$ cat src/rtl/tdc_pkg.sv
// Shared types and helpers for the TDC thermometer read-out: FSM states,
// default widths and the thermometer bubble test.
package tdc_pkg;

    typedef enum logic [1:0] {
        ST_IDLE,
        ST_SETTLE,
        ST_SAMPLE,
        ST_DONE
    } state_t;

    localparam int DEF_TERM_W = 8;
    localparam int DEF_CODE_W = 4;

    // A clean thermometer code is 2^k-1, so adding one clears every set bit;
    // any surviving bit lies above the lowest zero and is a bubble.
    function automatic logic therm_bubble(input logic [31:0] term);
        return |(term & (term + 32'd1));
    endfunction

endpackage

$ cat src/rtl/tdc_therm_decode.sv
// Combinational thermometer decoder: lowest-zero index by default, ones-count
// correction when TDC_BUBBLE_FIX_EN is defined. Bubble flag uses the lowest-zero rule.
module tdc_therm_decode
    import tdc_pkg::*;
#(
    parameter int TERM_W = DEF_TERM_W,
    parameter int CODE_W = DEF_CODE_W
) (
    input  logic [TERM_W-1:0] term_s,
    output logic [CODE_W-1:0] code,
    output logic              bubble
);

    always_comb begin
        code = '0;
`ifdef TDC_BUBBLE_FIX_EN
        for (int i = 0; i < TERM_W; i++) begin
            code = code + CODE_W'(term_s[i]);
        end
`else
        code = CODE_W'(TERM_W);
        for (int i = TERM_W - 1; i >= 0; i--) begin
            if (!term_s[i]) code = CODE_W'(i);
        end
`endif
    end

    assign bubble = therm_bubble(32'(term_s));

endmodule

$ cat src/rtl/tdc_therm_reader.sv
// TDC read-out: 2-FF synchroniser, per-sample decode, burst accumulation with
// min/max/bubble tracking and a valid/ready result handshake.
module tdc_therm_reader
    import tdc_pkg::*;
#(
    parameter int TERM_W      = DEF_TERM_W,
    parameter int CODE_W      = DEF_CODE_W,
    parameter int SAMPLE_LOG2 = 4,
    parameter int SETTLE_CYC  = 3,
    parameter int ACC_W       = 8
) (
    input  logic              clk,
    input  logic              rst_n,
    input  logic              ena,
    input  logic [TERM_W-1:0] term_in,
    input  logic              arm,
    output logic              busy,
    output logic [ACC_W-1:0]  result,
    output logic [CODE_W-1:0] min_code,
    output logic [CODE_W-1:0] max_code,
    output logic              bubble_err,
    output logic              result_valid,
    input  logic              result_ready
);

    localparam int N_SAMPLES = 1 << SAMPLE_LOG2;
    localparam int CNT_MAX   = (N_SAMPLES > SETTLE_CYC) ? N_SAMPLES : SETTLE_CYC;
    localparam int CNT_W     = (CNT_MAX > 1) ? $clog2(CNT_MAX) : 1;

    logic [TERM_W-1:0] sync_p0, term_s;
    logic [CODE_W-1:0] code;
    logic              bubble;

    state_t            state, state_nxt;
    logic [CNT_W-1:0]  cnt;
    logic              settle_last, sample_last;

    logic [ACC_W-1:0]  acc, acc_upd;
    logic [CODE_W-1:0] min_acc, max_acc, min_upd, max_upd;
    logic              bub_acc, bub_upd;

    // Synchroniser: term_in is asynchronous to clk.
    always_ff @(posedge clk or negedge rst_n) begin
        if (!rst_n) begin
            sync_p0 <= '0;
            term_s  <= '0;
        end else begin
            sync_p0 <= term_in;
            term_s  <= sync_p0;
        end
    end

    tdc_therm_decode #(
        .TERM_W (TERM_W),
        .CODE_W (CODE_W)
    ) u_decode (
        .term_s (term_s),
        .code   (code),
        .bubble (bubble)
    );

    assign settle_last = (cnt == CNT_W'(SETTLE_CYC - 1));
    assign sample_last = (cnt == CNT_W'(N_SAMPLES - 1));

    always_ff @(posedge clk or negedge rst_n) begin
        if (!rst_n) state <= ST_IDLE;
        else        state <= state_nxt;
    end

    always_comb begin
        state_nxt = state;
        case (state)
            ST_IDLE:   if (arm && ena) state_nxt = ST_SETTLE;
            ST_SETTLE: begin
                if (!ena)             state_nxt = ST_IDLE;
                else if (settle_last) state_nxt = ST_SAMPLE;
            end
            ST_SAMPLE: begin
                if (!ena)             state_nxt = ST_IDLE;
                else if (sample_last) state_nxt = ST_DONE;
            end
            ST_DONE:   if (result_ready) state_nxt = ST_IDLE;
            default:   state_nxt = ST_IDLE;
        endcase
    end

    assign acc_upd = acc + ACC_W'(code);
    assign min_upd = (code < min_acc) ? code : min_acc;
    assign max_upd = (code > max_acc) ? code : max_acc;
    assign bub_upd = bub_acc | bubble;

    // Running statistics; the visible outputs change only on entry to DONE.
    always_ff @(posedge clk or negedge rst_n) begin
        if (!rst_n) begin
            cnt        <= '0;
            acc        <= '0;
            min_acc    <= '0;
            max_acc    <= '0;
            bub_acc    <= 1'b0;
            result     <= '0;
            min_code   <= '0;
            max_code   <= '0;
            bubble_err <= 1'b0;
        end else begin
            case (state)
                ST_IDLE: cnt <= '0;
                ST_SETTLE: begin
                    cnt     <= settle_last ? '0 : cnt + CNT_W'(1);
                    acc     <= '0;
                    min_acc <= '1;
                    max_acc <= '0;
                    bub_acc <= 1'b0;
                end
                ST_SAMPLE: begin
                    cnt     <= cnt + CNT_W'(1);
                    acc     <= acc_upd;
                    min_acc <= min_upd;
                    max_acc <= max_upd;
                    bub_acc <= bub_upd;
                    if (ena && sample_last) begin
                        result     <= acc_upd;
                        min_code   <= min_upd;
                        max_code   <= max_upd;
                        bubble_err <= bub_upd;
                    end
                end
                default: ;
            endcase
        end
    end

    assign busy         = (state != ST_IDLE);
    assign result_valid = (state == ST_DONE);

endmodule

$ cat config.mk
export PLATFORM = sky130hd
export DESIGN_NAME = tdc_therm_reader
export DESIGN_NICKNAME = d
export VERILOG_FILES = /design/src/rtl/tdc_pkg.sv /design/src/rtl/tdc_therm_decode.sv /design/src/rtl/tdc_therm_reader.sv
export SDC_FILE = /design/constraint.sdc
export NUM_CORES = 1
export LEC_CHECK = 0
export ABC_AREA = 1
export ABC_CLOCK_PERIOD_IN_PS = 2200
export CAP_MARGIN = 20
export CORE_UTILIZATION = 40
export DETAILED_ROUTE_END_ITERATION = 6
export PLACE_DENSITY = 0.74
export SLEW_MARGIN = 20
export SYNTH_ARGS = -nofsm -noshare
export SYNTH_HDL_FRONTEND = slang
export SYNTH_SLANG_ARGS = --single-unit
$ cat constraint.sdc
create_clock -name clk -period 2.2 [get_ports clk]
set_clock_uncertainty 0.15 [all_clocks]
set_input_delay 0.55 -clock clk [delete_from_list [all_inputs] [get_ports clk]]
set_output_delay 0.55 -clock clk [all_outputs]
set_load 0.05 [all_outputs]
======== After elaboration in Yosys (flattened, before gate mapping) ========
Index checks and enable logic that the tools add are counted.
word-level totals
  word-level logic and storage cells ...... 60
  flip-flop bits (word level) ............. 56
operators by class
  order comparisons ....................... 2
  add/subtract/negate cells ............... 3
  bitwise logic cells ..................... 2
  reductions and logical operators ........ 9
  multiplexer cells ....................... 23
  eq/ne operators ......................... 9
operators with widths
  cell                   number
  $mux W4                11
  $and A8 B32 Y32        1
  $reduce_or A32 Y1      1
  $pmux W4 S2            2
  $pmux W8 S2            1
  $mux W2                6
  $pmux W4 S3            1
  $add A8 B1 Y9 const B  1
  $add A8 B4 Y8          1
  $pmux W2 S4            1
  $ne A3 B3 Y1 const B   2
  $add A4 B1 Y4 const B  1
  $eq A2 B2 Y1 const B   2
  $eq A4 B2 Y1 const B   1
  $eq A4 B4 Y1 const B   1
  $gt A4 B4 Y1           1
  $lt A4 B4 Y1           1
  $reduce_and A4 Y1      1
  $reduce_bool A2 Y1     2
  $reduce_bool A3 Y1     1
  $eq A2 B1 Y1 const B   1
  $logic_and A1 B1 Y1    2
  $logic_not A2 Y1       1
  $ne A2 B1 Y1 const B   1
  4 further kinds        4

======== Logic depth before layout (Yosys ltp) ========
  depth after elaboration ................. 11
  mapped depth ............................ 18
  depth with buffers taken out ............ 18

======== Cells and area by module ========
Synthesis repeated with hierarchy kept, for this count alone.
unflattened totals
  cells, all modules ...................... 340
  area total of the unflattened synthesis .. 2829.0 um^2
modules (own cells, without submodules)
  module            sequential area each (um^2)  instances  area each (um^2)  cells each
  tdc_therm_reader  1401.3                       1          2672.6            304
  tdc_therm_decode  0.0                          1          156.4             36

======== Worst setup path after synthesis ========
OpenSTA, ideal clock, no wires.
  path type ............................... reg-to-reg
  start ................................... register term_s[7]
  end ..................................... register acc[6]
  stages on the path, launching flop included .. 19
  arrival time ............................ 1963 ps
  data required time ...................... 1927 ps
  setup slack ............................. -36 ps
  setup time .............................. 123 ps
  clock period less this slack ............ 2236 ps
  cells stage by stage .................... dfrtp_1 -> inv_1 -> nand2_1 -> nand2_1 -> nand2_1 -> nand2_1 -> nand2_1 -> nand2_1 -> nand2_1 -> inv_1 -> ha_1 -> inv_1 -> fa_1 -> nor2_1 -> o21ai_2 -> nand2_2 -> nand3_2 -> xor2_1 -> o21ai_1
between the ends
  cells in the longest elaborated chain, start to end .. 10
ends and longest elaborated chain
  what                      line                     RTL
  start: declaration        tdc_therm_reader.sv:30   logic [TERM_W-1:0] sync_p0, term_s;
  start signal: assignment  tdc_therm_reader.sv:49   term_s <= sync_p0;
  $mux W4 (8 in a row)      tdc_therm_decode.sv:23   if (!term_s[i]) code = CODE_W'(i);
  $add A8 B4 Y8             tdc_therm_reader.sv:87   assign acc_upd = acc + ACC_W'(code);
  $pmux W8 S2               tdc_therm_reader.sv:105  case (state)
  end signal: assignment    tdc_therm_reader.sv:116  acc <= acc_upd;
  end: declaration          tdc_therm_reader.sv:38   logic [ACC_W-1:0] acc, acc_upd;
No other way between the ends.
A chain may end at the register's enable or synchronous reset.

======== Worst setup path after layout ========
Same ends and word-level chain as after synthesis.

==> metrics.md <==
| Metric | Value |
|---|---|
| Outcome | `finished with violations` |
| Failing checks | `negative setup slack` |
| Fin worst setup slack | `-102 ps` |
| Most frequent cells in the layout | `66 x nand2_1, 55 x dfrtp_1, 43 x buf_4, 41 x inv_1` |
| Die height | `84.7 um` |
| Clock Latency Late Sink | `about 320 ps` |
| Hold Crit Class | `in -> async` |
| Total CTS buffers | `5` |
| Post-Place Cells | `roughly 430` |
| Post-synth EDFFs | `0` |
| Layout cells sized above 1 | `between 30% and 40%` |
| Remaining DRCs | `0` |
| Clk root buf | `clkbuf_8` |
| CP Capture Type | `flip-flop` |
| Critical Path Fanout Max | `2` |
| Fin crit share | `105%` |
| CP top delay family | `simple AND/OR/NAND/NOR gates` |
| Starting Density | `around 42%` |
| Crit path max-delay cell type | `dfrtp_1` |
| Max-slew violation count | `0` |
| Port Buffer Count | `31` |
| Vias in the first global route | `roughly 2100` |
| Compound-Gate Fraction of Synth Area | `a little over an eighth` |
| CTS Hold Bufs | `0` |
| Synth cell types | `32` |
| Avg Synthesized Cell Area | `about 9 um^2` |
| Worst IR Drop VDD | `474 uV` |
| Mapped cell area | `roughly 2700 um^2` |
| Largest net degree at the start of global routing | `57` |
| Post-Synthesis Cells | `303` |
| Vias per cell | `approximately 4.9` |
| Slew headroom | `62.6%` |
| Top cells by area, synth | `dfrtp_1 51%, nand2_1 9.9%, ha_1 7.8%` |
| Synth warn | `0` |
| Crit path DAT | `about 2400 ps` |
| CTS Sinks | `56` |
| Startpoint types | `flip-flop` |
| Initial antenna violation count | `0` |
| Row count | `29` |
| # H-tree levels | `2` |
| Final cell count without fillers | `~450` |
| DRT Wirelength | `5610 um` |
| N_diodes | `0` |
| Main combinational cell family by area after synthesis | `simple AND/OR/NAND/NOR gates` |
| Post-synthesis register bit count | `between 50 and 60` |
| Die ar. | `7180 um^2` |
| Top cell type by total area after synthesis | `dfrtp_1` |
| R2r setup slk | `-100 ps` |
| Initial DRT Pass Iterations | `6` |
| Worst reg2reg endpoint | `acc[6]` |
| GP Congestion | `between 0.8 and 0.9` |
| FF-to-FF path depth | `18` |
| Worst path max stage delay | `about 400 ps` |
| Final #Nets | `400` |
| Layout area overhead | `34.0%` |
| Power Density | `between 800 and 900 nW/um^2` |
| Yosys top cell area share | `approximately half` |
| Total GRT Usage | `between 10% and 20%` |
| Least-Margin Pin Slew | `approximately 550 ps` |
| Fin Hold WS | `~60 ps` |
| Tot Pwr | `approximately 0.0030 W` |
| Setup-failing EPs final | `10` |
| Cell Chain, Critical Path | `inv_1 -> nand2_1 -> nand2_1 -> nand2_1 -> nand2_1 -> nand2_1 -> nand2_1 -> nand2_2 -> inv_2 -> ha_4 -> inv_2 -> fa_2 -> nor2_2 -> o21ai_2 -> nand2_2 -> nand3_2 -> xor2_1 -> o21ai_1` |
| R2R Path Start | `term_s[7]` |
| Wirelength per Cell | `12.5 um` |
| DP Worst Slack | `-87.6 ps` |
| Post-synth top flop | `dfrtp_1` |
| Pleak | `1.81 nW` |
| Max_cap viols | `0` |
| Fmax | `between 400 and 500 MHz` |
| RSZ-0062 raised after global routing | `yes` |
| Reg clk slew, reported paths | `between 100 and 150 ps` |
| Origin of the worst setup path | `term_s[7]` |
| Global route overflow | `0` |
| Io pins | `32` |
| Ys async rst share | `100%` |
| Via Count | `between 2000 and 2500` |
| CTS max path bufs | `2` |
| Number of fill cells | `550` |
| CTS tree | `yes` |
| Post-synthesis mux area share | `0%` |
| HPWL Detailed | `approximately 3600 um` |
| Post-synthesis sequential area ratio | `roughly 51%` |
| Crit Path Category | `reg -> reg` |
| DR iter-0 viols | `92` |
| Simple-gate share of the synthesized area | `approximately 17%` |
| ANT nets after route | `0` |
| Post-Synth Adder-Cell Area | `8.50%` |
| Buf/Inv on CP | `3` |
| CP most frequent cell | `nand2_1` |
| Mapped Nets | `334` |
| Core area | `6490 um^2` |
| Die width | `about 85 um` |
| First-pass GRT wire length | `just over 9000 um` |
| Tmin final | `~2300 ps` |
| Most common cell after layout, fill and taps aside | `nand2_1` |
| Final hold vios | `0` |
| CP required | `approximately 2300 ps` |
| Post-synthesis xor/xnor area fraction | `about 2.2%` |
-- through the flow --
stage / utilization [%] / setup TNS [ps] / area (um^2)
detailed placement: 50.6 / -167 / 3290
CTS: 52.9 / -44.4 / 3440
global placement: 50.6 / -48.6 / 3290
finish: 56.5 / -461 / 3670
floorplan: - / 0 / 2740
global route: 56.5 / -2190 / 3670
-- cell families (layout without fill, tap and decap cells) --
kind of cell             after synthesis  in the layout
AO/OA/AOI/OAI                         61             61
flip-flops                            56             56
XOR/XNOR                               7              7
adder cells (fa/ha/maj)               18             18
buffers and inverters                 56            123
AND/OR/NAND/NOR                      105            105
-- layout make-up --
cell class,instances,area (um^2),share of cell area [%]
Sequential cell,56,1400,38.2
Multi-Input combinational cell,191,1290,35.0
Timing Repair Buffer,64,574,15.6
Inverter,51,191,5.22
Tap cell,77,96.3,2.63
Clock buffer,5,68.8,1.88
Clock inverter,3,50.0,1.36
-- sequential cells by signal, summed over array words and instances (netlist names), 2 cells and up --
register  cells
term_s        8
max_code      4
min_acc       4
acc           8
sync_p0       8
result        8
min_code      4
max_acc       4
cnt           4
state         2
-- worst register-to-register path: stages (launching register included) --
cell     delay [ps]
dfrtp_1         400
inv_1            70
nand2_1          50
nand2_1          60
nand2_1          50
nand2_1          50
nand2_1          40
nand2_1          60
nand2_2          60
inv_2            70
ha_4            130
inv_2            40
fa_2            350
nor2_2          120
o21ai_2          70
nand2_2          80
nand3_2          70
xor2_1          180
o21ai_1          80
-- what timing repair did --
action / 4_1_cts / 5_1_grt
setup endpoints to repair: 4 / 24
setup buffers: 1 / 10
pin swaps: 1 / 12
resized for setup: 7 / 45
hold endpoints to repair: 0 / 0
-- routing by layer --
metal	track usage [%]	routed length, um	up-vias
met5	0	0	-
met4	4.62	72	0
met3	3.54	207	9
met1	20.5	2540	1022
li1	-	-	1100
met2	26.7	2790	55
-- cell usage after synthesis, types with 3 or more instances --
library cell	n
nor2_1	5
o22ai_1	8
clkbuf_1	3
inv_2	4
a21oi_2	3
nand2_2	9
xnor2_1	3
inv_1	46
o21ai_1	8
a21oi_1	10
o21ai_0	24
dfrtp_1	56
nand2_1	72
nand3_1	11
xor2_1	4
ha_1	17
-- where the power goes --
part	leakage [nW]	switching, W	internal [W]
sequential	0.720	0.0000852	0.00113
combinational	1.03	0.000654	0.000425
clock	0.0607	0.000366	0.000352
-- how the worst max path moves through the flow --
stage                      endpoint  slack, ps  cells after the start
after global placement    result[6]        -20                     18
after detailed placement     acc[6]        -90                     18
final                        acc[6]       -100                     18
after CTS                 result[6]        -20                     18
after floorplan              acc[6]         30                     18
after global routing      result[4]       -230                     18
Power figures use the tool's default switching activity.
